===== config.mk =====
export PLATFORM = sky130hd
export DESIGN_NAME = pc_sequencer
export DESIGN_NICKNAME = d
export VERILOG_FILES = /design/src/rtl/pc_sequencer.sv
export SDC_FILE = /design/constraint.sdc
export NUM_CORES = 1
export LEC_CHECK = 0
export ABC_AREA = 1
export CORE_MARGIN = 8
export CORE_UTILIZATION = 39
export CTS_CLUSTER_DIAMETER = 30
export CTS_CLUSTER_SIZE = 14
export DETAILED_ROUTE_END_ITERATION = 10
export PLACE_DENSITY_LB_ADDON = 0.15
export SLEW_MARGIN = 20
export SYNTH_ARGS = -nofsm -noshare
export SYNTH_HDL_FRONTEND = slang
export SYNTH_SLANG_ARGS = --single-unit

===== constraint.sdc =====
create_clock -name clk -period 2.5 [get_ports clk]
set_input_delay 0.5 -clock clk [delete_from_list [all_inputs] [get_ports clk]]
set_output_delay 0.5 -clock clk [all_outputs]
set_load 0.01 [all_outputs]

===== src/rtl/pc_sequencer.sv =====
// pc_sequencer: fetch-stage controller that arbitrates the next PC and drives the PC register.
// Define PC_SEQ_MISALIGN_EN to halt on misaligned redirect targets instead of forcing alignment.
module pc_sequencer #(
  parameter int                    DATA_WIDTH   = 32,
  parameter logic [DATA_WIDTH-1:0] RESET_VECTOR = '0,
  parameter int                    INSTR_BYTES  = 4
) (
  input  logic                  clk,
  input  logic                  rst,
  input  logic                  start,
  input  logic                  halt_req,
  input  logic                  stall,
  input  logic                  imem_ready,
  input  logic                  trap_valid,
  input  logic [DATA_WIDTH-1:0] trap_target,
  input  logic                  ex_redir_valid,
  input  logic [DATA_WIDTH-1:0] ex_redir_target,
  input  logic                  id_jump_valid,
  input  logic [DATA_WIDTH-1:0] id_jump_target,
  input  logic [DATA_WIDTH-1:0] pc_cur,
  output logic [DATA_WIDTH-1:0] pc_next,
  output logic                  pc_en,
  output logic                  imem_req,
  output logic                  flush,
  output logic                  halted,
  output logic                  misalign_fault
);

  typedef enum logic [1:0] {
    ST_IDLE,
    ST_FETCH,
    ST_DRAIN,
    ST_HALTED
  } state_e;

  state_e                state_q, state_d;
  logic                  pend_valid_q, pend_valid_d;
  logic [1:0]            pend_lvl_q, pend_lvl_d;
  logic [DATA_WIDTH-1:0] pend_target_q, pend_target_d;

  logic [1:0]            live_lvl;
  logic [DATA_WIDTH-1:0] live_target;
  logic                  sel_redirect;
  logic [DATA_WIDTH-1:0] sel_target;
  logic                  sel_misalign;
  logic                  advance;

  // Live redirect priority: trap (3) > EX (2) > ID (1); level 0 means no live redirect.
  always_comb begin
    live_lvl    = 2'd0;
    live_target = id_jump_target;
    if (trap_valid) begin
      live_lvl    = 2'd3;
      live_target = trap_target;
    end else if (ex_redir_valid) begin
      live_lvl    = 2'd2;
      live_target = ex_redir_target;
    end else if (id_jump_valid) begin
      live_lvl    = 2'd1;
      live_target = id_jump_target;
    end
`ifndef PC_SEQ_MISALIGN_EN
    live_target[1:0] = 2'b00;
`endif
  end

  // The pending slot only beats a live redirect of strictly lower level.
  always_comb begin
    sel_redirect = 1'b1;
    sel_target   = live_target;
    if (pend_valid_q && (pend_lvl_q > live_lvl)) begin
      sel_target = pend_target_q;
    end else if (live_lvl == 2'd0) begin
      sel_redirect = 1'b0;
      sel_target   = pc_cur + DATA_WIDTH'(INSTR_BYTES);
    end
  end

`ifdef PC_SEQ_MISALIGN_EN
  assign sel_misalign = sel_redirect && (sel_target[1:0] != 2'b00);
`else
  assign sel_misalign = 1'b0;
`endif

  assign advance = ((state_q == ST_FETCH) && imem_ready && !stall && !halt_req) ||
                   ((state_q == ST_HALTED) && trap_valid);

  always_ff @(posedge clk or negedge rst) begin
    if (!rst) begin
      state_q <= ST_IDLE;
    end else begin
      state_q <= state_d;
    end
  end

  always_comb begin
    state_d = state_q;
    case (state_q)
      ST_IDLE: begin
        if (start) state_d = ST_FETCH;
      end
      ST_FETCH: begin
        if (halt_req) begin
          state_d = imem_ready ? ST_HALTED : ST_DRAIN;
        end else if (advance && sel_misalign) begin
          state_d = ST_HALTED;
        end
      end
      ST_DRAIN: begin
        if (imem_ready) state_d = ST_HALTED;
      end
      ST_HALTED: begin
        if (trap_valid) begin
          state_d = sel_misalign ? ST_HALTED : ST_FETCH;
        end else if (start) begin
          state_d = ST_FETCH;
        end
      end
      default: state_d = ST_IDLE;
    endcase
  end

  always_comb begin
    pc_next  = sel_target;
    pc_en    = advance && !sel_misalign;
    flush    = advance && sel_redirect;
    imem_req = (state_q == ST_FETCH) || (state_q == ST_DRAIN);
    halted   = (state_q == ST_HALTED);
    if (state_q == ST_IDLE) begin
      pc_next = RESET_VECTOR;
      pc_en   = start;
      flush   = 1'b0;
    end
  end

  // Redirects that cannot be taken yet are parked; a lower-level one never displaces a higher.
  always_comb begin
    pend_valid_d  = pend_valid_q;
    pend_lvl_d    = pend_lvl_q;
    pend_target_d = pend_target_q;
    if (advance) begin
      pend_valid_d = 1'b0;
    end else if (((state_q == ST_FETCH) || (state_q == ST_DRAIN)) && (live_lvl != 2'd0) &&
                 (!pend_valid_q || (live_lvl >= pend_lvl_q))) begin
      pend_valid_d  = 1'b1;
      pend_lvl_d    = live_lvl;
      pend_target_d = live_target;
    end
  end

  always_ff @(posedge clk or negedge rst) begin
    if (!rst) begin
      pend_valid_q  <= 1'b0;
      pend_lvl_q    <= 2'd0;
      pend_target_q <= '0;
    end else begin
      pend_valid_q  <= pend_valid_d;
      pend_lvl_q    <= pend_lvl_d;
      pend_target_q <= pend_target_d;
    end
  end

`ifdef PC_SEQ_MISALIGN_EN
  logic misalign_fault_q, misalign_fault_d;

  assign misalign_fault_d = advance && sel_misalign;

  always_ff @(posedge clk or negedge rst) begin
    if (!rst) begin
      misalign_fault_q <= 1'b0;
    end else begin
      misalign_fault_q <= misalign_fault_d;
    end
  end

  assign misalign_fault = misalign_fault_q;
`else
  assign misalign_fault = 1'b0;
`endif

endmodule


[Word-level counts from Yosys, hierarchy flattened]
Index checks and enable logic that the tools add are counted.
Storage, ports and cells
  flip-flop bits (word level): 35
  input port bits: 137
  output and inout bits: 37
Operators by class
  $add $sub $neg: 1
  magnitude comparators: 2
  equality and inequality tests: 5
  multiplexer cells: 20
  bitwise gates (word level): 1
  reductions and logical operators: 20
Operators with widths (number)
  $mux W32: 5
  $add A32 B3 Y32 const B: 1
  $mux W2: 6
  $logic_and A1 B1 Y1: 8
  $mux W1: 8
  $pmux W2 S4: 1
  $eq A2 B2 Y1 const B: 2
  $logic_not A2 Y1: 2
  $ne A2 B2 Y1 const B: 2
  $reduce_and A2 Y1: 2
  $reduce_bool A2 Y1: 2
  $logic_not A1 Y1: 3
  $logic_or A1 B1 Y1: 3
  $eq A2 B1 Y1 const B: 1
  $ge A2 B2 Y1: 1
  $gt A2 B2 Y1: 1
  $not A1 Y1: 1

[Depth between registers and ports, before layout]
  depth in word-level cells: 8
  depth in mapped cells: 15
  mapped depth without buffers: 11

[Worst setup path after synthesis]
OpenSTA, ideal clock, no wires.
  path kind: input to output
  start: input trap_valid
  end: output pc_next[15]
  arrival: 2.188 ns
  data required time: 2.000 ns
  slack: -0.188 ns
  stages: 12
  path buffers: 5
  cells stage by stage: buf_2 buf_4 buf_2 a21oi_1 ha_1 inv_1 nand2_1 nand2_2 buf_4 clkbuf_1 o211ai_1 a21oi_1
On the way
  longest elaborated chain between the ends: 5
RTL lines
  start: declaration: line 14  | input logic trap_valid,
  $mux W2: line 52  | if (trap_valid) begin
  $gt A2 B2 Y1 / $logic_not A2 Y1 (equally long branches): line 71, 73
  $logic_and A1 B1 Y1 / $mux W32 (equally long branches): line 71, 73
  $mux W32 *: line 71  | if (pend_valid_q && (pend_lvl_q > live_lvl)) begin
  $mux W32 *: line 129  | if (state_q == ST_IDLE) begin
  end: declaration: line 21  | output logic [DATA_WIDTH-1:0] pc_next,
Mark *: on every way between the ends. The rest lies on a longest branch, timed or not.

[Worst setup path in the final report]
  start: input ex_redir_valid
  end: output pc_next[27]
On the way
  longest elaborated chain between the ends: 6
RTL lines
  start: declaration: line 16  | input logic ex_redir_valid,
  $mux W2 *: line 55  | end else if (ex_redir_valid) begin
  $mux W2 *: line 52
  net live_lvl[1]: line 41  | logic [1:0] live_lvl;
  $gt A2 B2 Y1 / $logic_not A2 Y1 (equally long branches): line 71, 73
  $logic_and A1 B1 Y1 / $mux W32 (equally long branches): line 71, 73
  $mux W32 *: line 71
  $mux W32 *: line 129
The timed path passes the listed nets; every way through them passes the cells marked *.

==> results.py <==
metrics = {
    "sta": {
        "hold_viol_final": 0,
        "setup_viol": 0,
        "max_freq_mhz": 405,
        "final_min_period_over_clock_period_pct": 98.8,
        "hold-worst-slack_ps": 490,
        "final.min_clock_period_ps": 2470,
        "skew_ps": 3.64,
        "timing.final.max_slew_violations": 0,
    },
    "floorplanning": {
        "dieHeight_um": 116,
        "row_count": 36,
        "fp.dieW_um": 116,
        "dieArea_um2": 13500,
        "floorplan.initialDensity_pct": 40.2,
        "design.core.area_um2": 9770,
        "io_pins": 174,
    },
    "synthesis": {
        "synthCells": 693,
        "ys_ff_latch": 35,
        "synth_cell_types": 34,
        "yosysSeqAreaShare_pct": 22.3,
        "synthesis.area_um2": 3930,
        "syn-mean-instance-area_um2": 5.67,
        "mappedNetlistNets": 837,
        "yosys_warnings": 0,
    },
    "finish": {
        "area_growth_pct": 71.8,
        "finalNetCount": 1082,
        "layout-drive-gt1-share_pct": 26.4,
        "num_antenna_cells": 0,
        "layout.cells.most_common": "nand2_1",
        "finish.cell_count_without_fillers": 1072,
        "layout.cells.most_common_list": "nand2_1 (227), clkdlybuf4s50_1 (101), inv_1 (88), buf_4 (88), nor2_1 (83)",
    },
    "route": {
        "drt_wl_total_mm": 16.5,
        "num_vias": 5207,
        "ant_nets": 0,
        "detailedRoute.firstPassIterationCount": 7,
        "route.detailed.drc": 0,
        "first_iter_violations": 454,
        "wl_per_cell_um": 15.4,
        "number_of_vias_per_cell": 4.86,
    },
    "clocking": {
        "root_buffer": "clkbuf_8",
        "cts_htree_levels": 2,
        "tritoncts": "done",
        "clock_latency_ps": 290,
        "cts_buffer_count": 5,
        "ctsHoldBuffers": 0,
        "max-clock-path-buffers": 2,
        "clock_sink_count": 35,
        "clkSlewWorstSetupHoldPaths_ps": 70,
    },
    "hold_path": {
        "hp-start": "pend_target_q[3]",
        "worst_hold_path_type": "reg -> reg",
        "hold_path_depth": 2,
    },
    "global_routing": {
        "grt_usage_pct": 24.2,
        "globalRouteMet2Util_pct": 37.4,
        "grt_util_met1_pct": 32.6,
        "grt-ovfl-total": 0,
        "grt_first_pass_wirelength_mm": 26.0,
        "grt-busiest-layer": "met2",
        "grt_pass1_vias": 5125,
        "gr-usage-met3_pct": 6.20,
        "grt_start_max_net_pins": 66,
        "antenna_found_initial": 0,
    },
    "critical_path": {
        "crit-reg2reg-capture": "pend_target_q[18]",
        "regToRegStartpoint": "state_q[1]",
        "timing.critical_path.from_type": "input pin",
        "path_max_fanout": 6,
        "reg2reg_slack_ps": 630,
        "critPathKind": "in -> out",
        "timing.critical_path.slowest_stage_cell": "ha_4",
        "worst_setup_startpoint": "ex_redir_valid",
        "critical_path.endpoint": "pc_next[27]",
        "crit_path_max_incr_delay_ps": 250,
        "critical_path_required_ps": 2000,
        "critPathCaptureType": "primary output",
        "timing.critical_path.cells": "buf_8 -> nor2_4 -> inv_2 -> ha_4 -> nand2_4 -> nand2_8 -> nand2_8 -> clkinv_8 -> buf_8 -> nand2_1 -> o211ai_1 -> nor2_1 -> buf_2",
        "timing.reg2reg.worst_path_depth": 10,
        "arrival_ps": 1970,
    },
    "power_and_ir_drop": {
        "powerDensity_nw_per_um2": 782,
        "power.total_mw": 5.28,
        "vdd_drop_max_mv": 0.468,
        "power_leakage_nw": 3.36,
    },
    "place": {
        "place.port_buffers": 166,
        "final_replace_weighted_congestion": 0.960,
        "place_inst": 1043,
        "post-dp-hpwl_mm": 13.0,
    },
    "run": {
        "maxCapViolCount": 0,
    },
    "outcome": {
        "outcome": "finished clean",
    },
}
## routing by layer
metal / up-vias / part of all wire, %
li1: 2649 / -
met1: 2287 / 45
met2: 250 / 43
met3: 21 / 10
met4: 0 / 2.1
met5: - / 0
## registers in the layout, indices dropped and copies added, names as in the netlist
| register | flops |
|---|---|
| pend_lvl_q | 2 |
| pend_valid_q | 1 |
| state_q | 2 |
| pend_target_q | 30 |
## cell usage after synthesis, drive strengths merged
cell type / n / area (um^2)
a21oi: 26 / 130
dfrtp: 35 / 876
o21a: 1 / 7.51
xnor2: 4 / 35.0
xor2: 6 / 52.6
nand3: 23 / 133
ha: 7 / 87.6
inv: 96 / 360
nand2: 249 / 962
conb: 1 / 3.75
clkbuf: 7 / 26.3
o21bai: 1 / 7.51
nor2: 112 / 480
a211oi: 4 / 35.0
o211ai: 20 / 150
o221ai: 2 / 17.5
nor3b: 2 / 15.0
nor3: 7 / 35.0
a31oi: 6 / 37.5
a32oi: 1 / 8.76
o21ai: 53 / 265
buf: 25 / 171
nand4: 5 / 31.3
## where the power goes
group | switching [mW] | total (mW) | internal, mW | leakage [nW]
Combinational | 2.09 | 3.68 | 1.59 | 2.87
Sequential | 0.199 | 1.06 | 0.862 | 0.429
Clock | 0.207 | 0.530 | 0.323 | 0.0612
## cell type report
class	count	area, um^2
well taps	133	166
flip-flops and latches	35	876
clock inverters	2	35.0
multi-input cells	530	2850
fillers	840	3020
repair inverters	2	15.0
repair buffers	268	2350
clock buffers	6	82.6
inverters	96	380
## how the worst min path moves through the flow
stage	slack, ps	endpoint
finish	490	pend_target_q[3]
global route	510	pend_target_q[3]
CTS	490	pend_target_q[3]
detailed placement	470	pend_target_q[3]
global placement	470	pend_target_q[13]
floorplan	200	pend_lvl_q[0]
## critical path: cells and delay by family
kind,cells,cell delay [ps]
adder cells (fa/ha/maj),1,250
buffers and inverters,5,530
AND/OR/NAND/NOR,6,610
AO/OA/AOI/OAI,1,80
## stage by stage
step | cell area (um^2) | setup WS, ps | utilization (%) | TNS, ps
2_1_floorplan | 4020 | 7.73 | - | 0
3_3_place_gp | 6280 | -702 | 64.3 | -20750
3_5_place_dp | 6280 | -782 | 64.3 | -21890
4_1_cts | 6600 | -5.84 | 67.5 | -19.2
5_1_grt | 6750 | -25.8 | 69.1 | -153
6_report | 6750 | 29.5 | 69.1 | 0
## kinds of logic after synthesis
logic type      synth area share [%]
buf+inv                         14.2
fa+ha+maj                       2.23
simple gates                    42.2
flops                           22.3
compound gates                  16.8
xor+xnor                        2.23
other cells                   0.0954
## what timing repair did
action,CTS,global route
buffers inserted,12,8
setup endpoints to repair,34,33
pin swaps,26,17
gates cloned,2,0
resized for setup,227,42
Note: power is estimated with default switching activity, not from simulation.
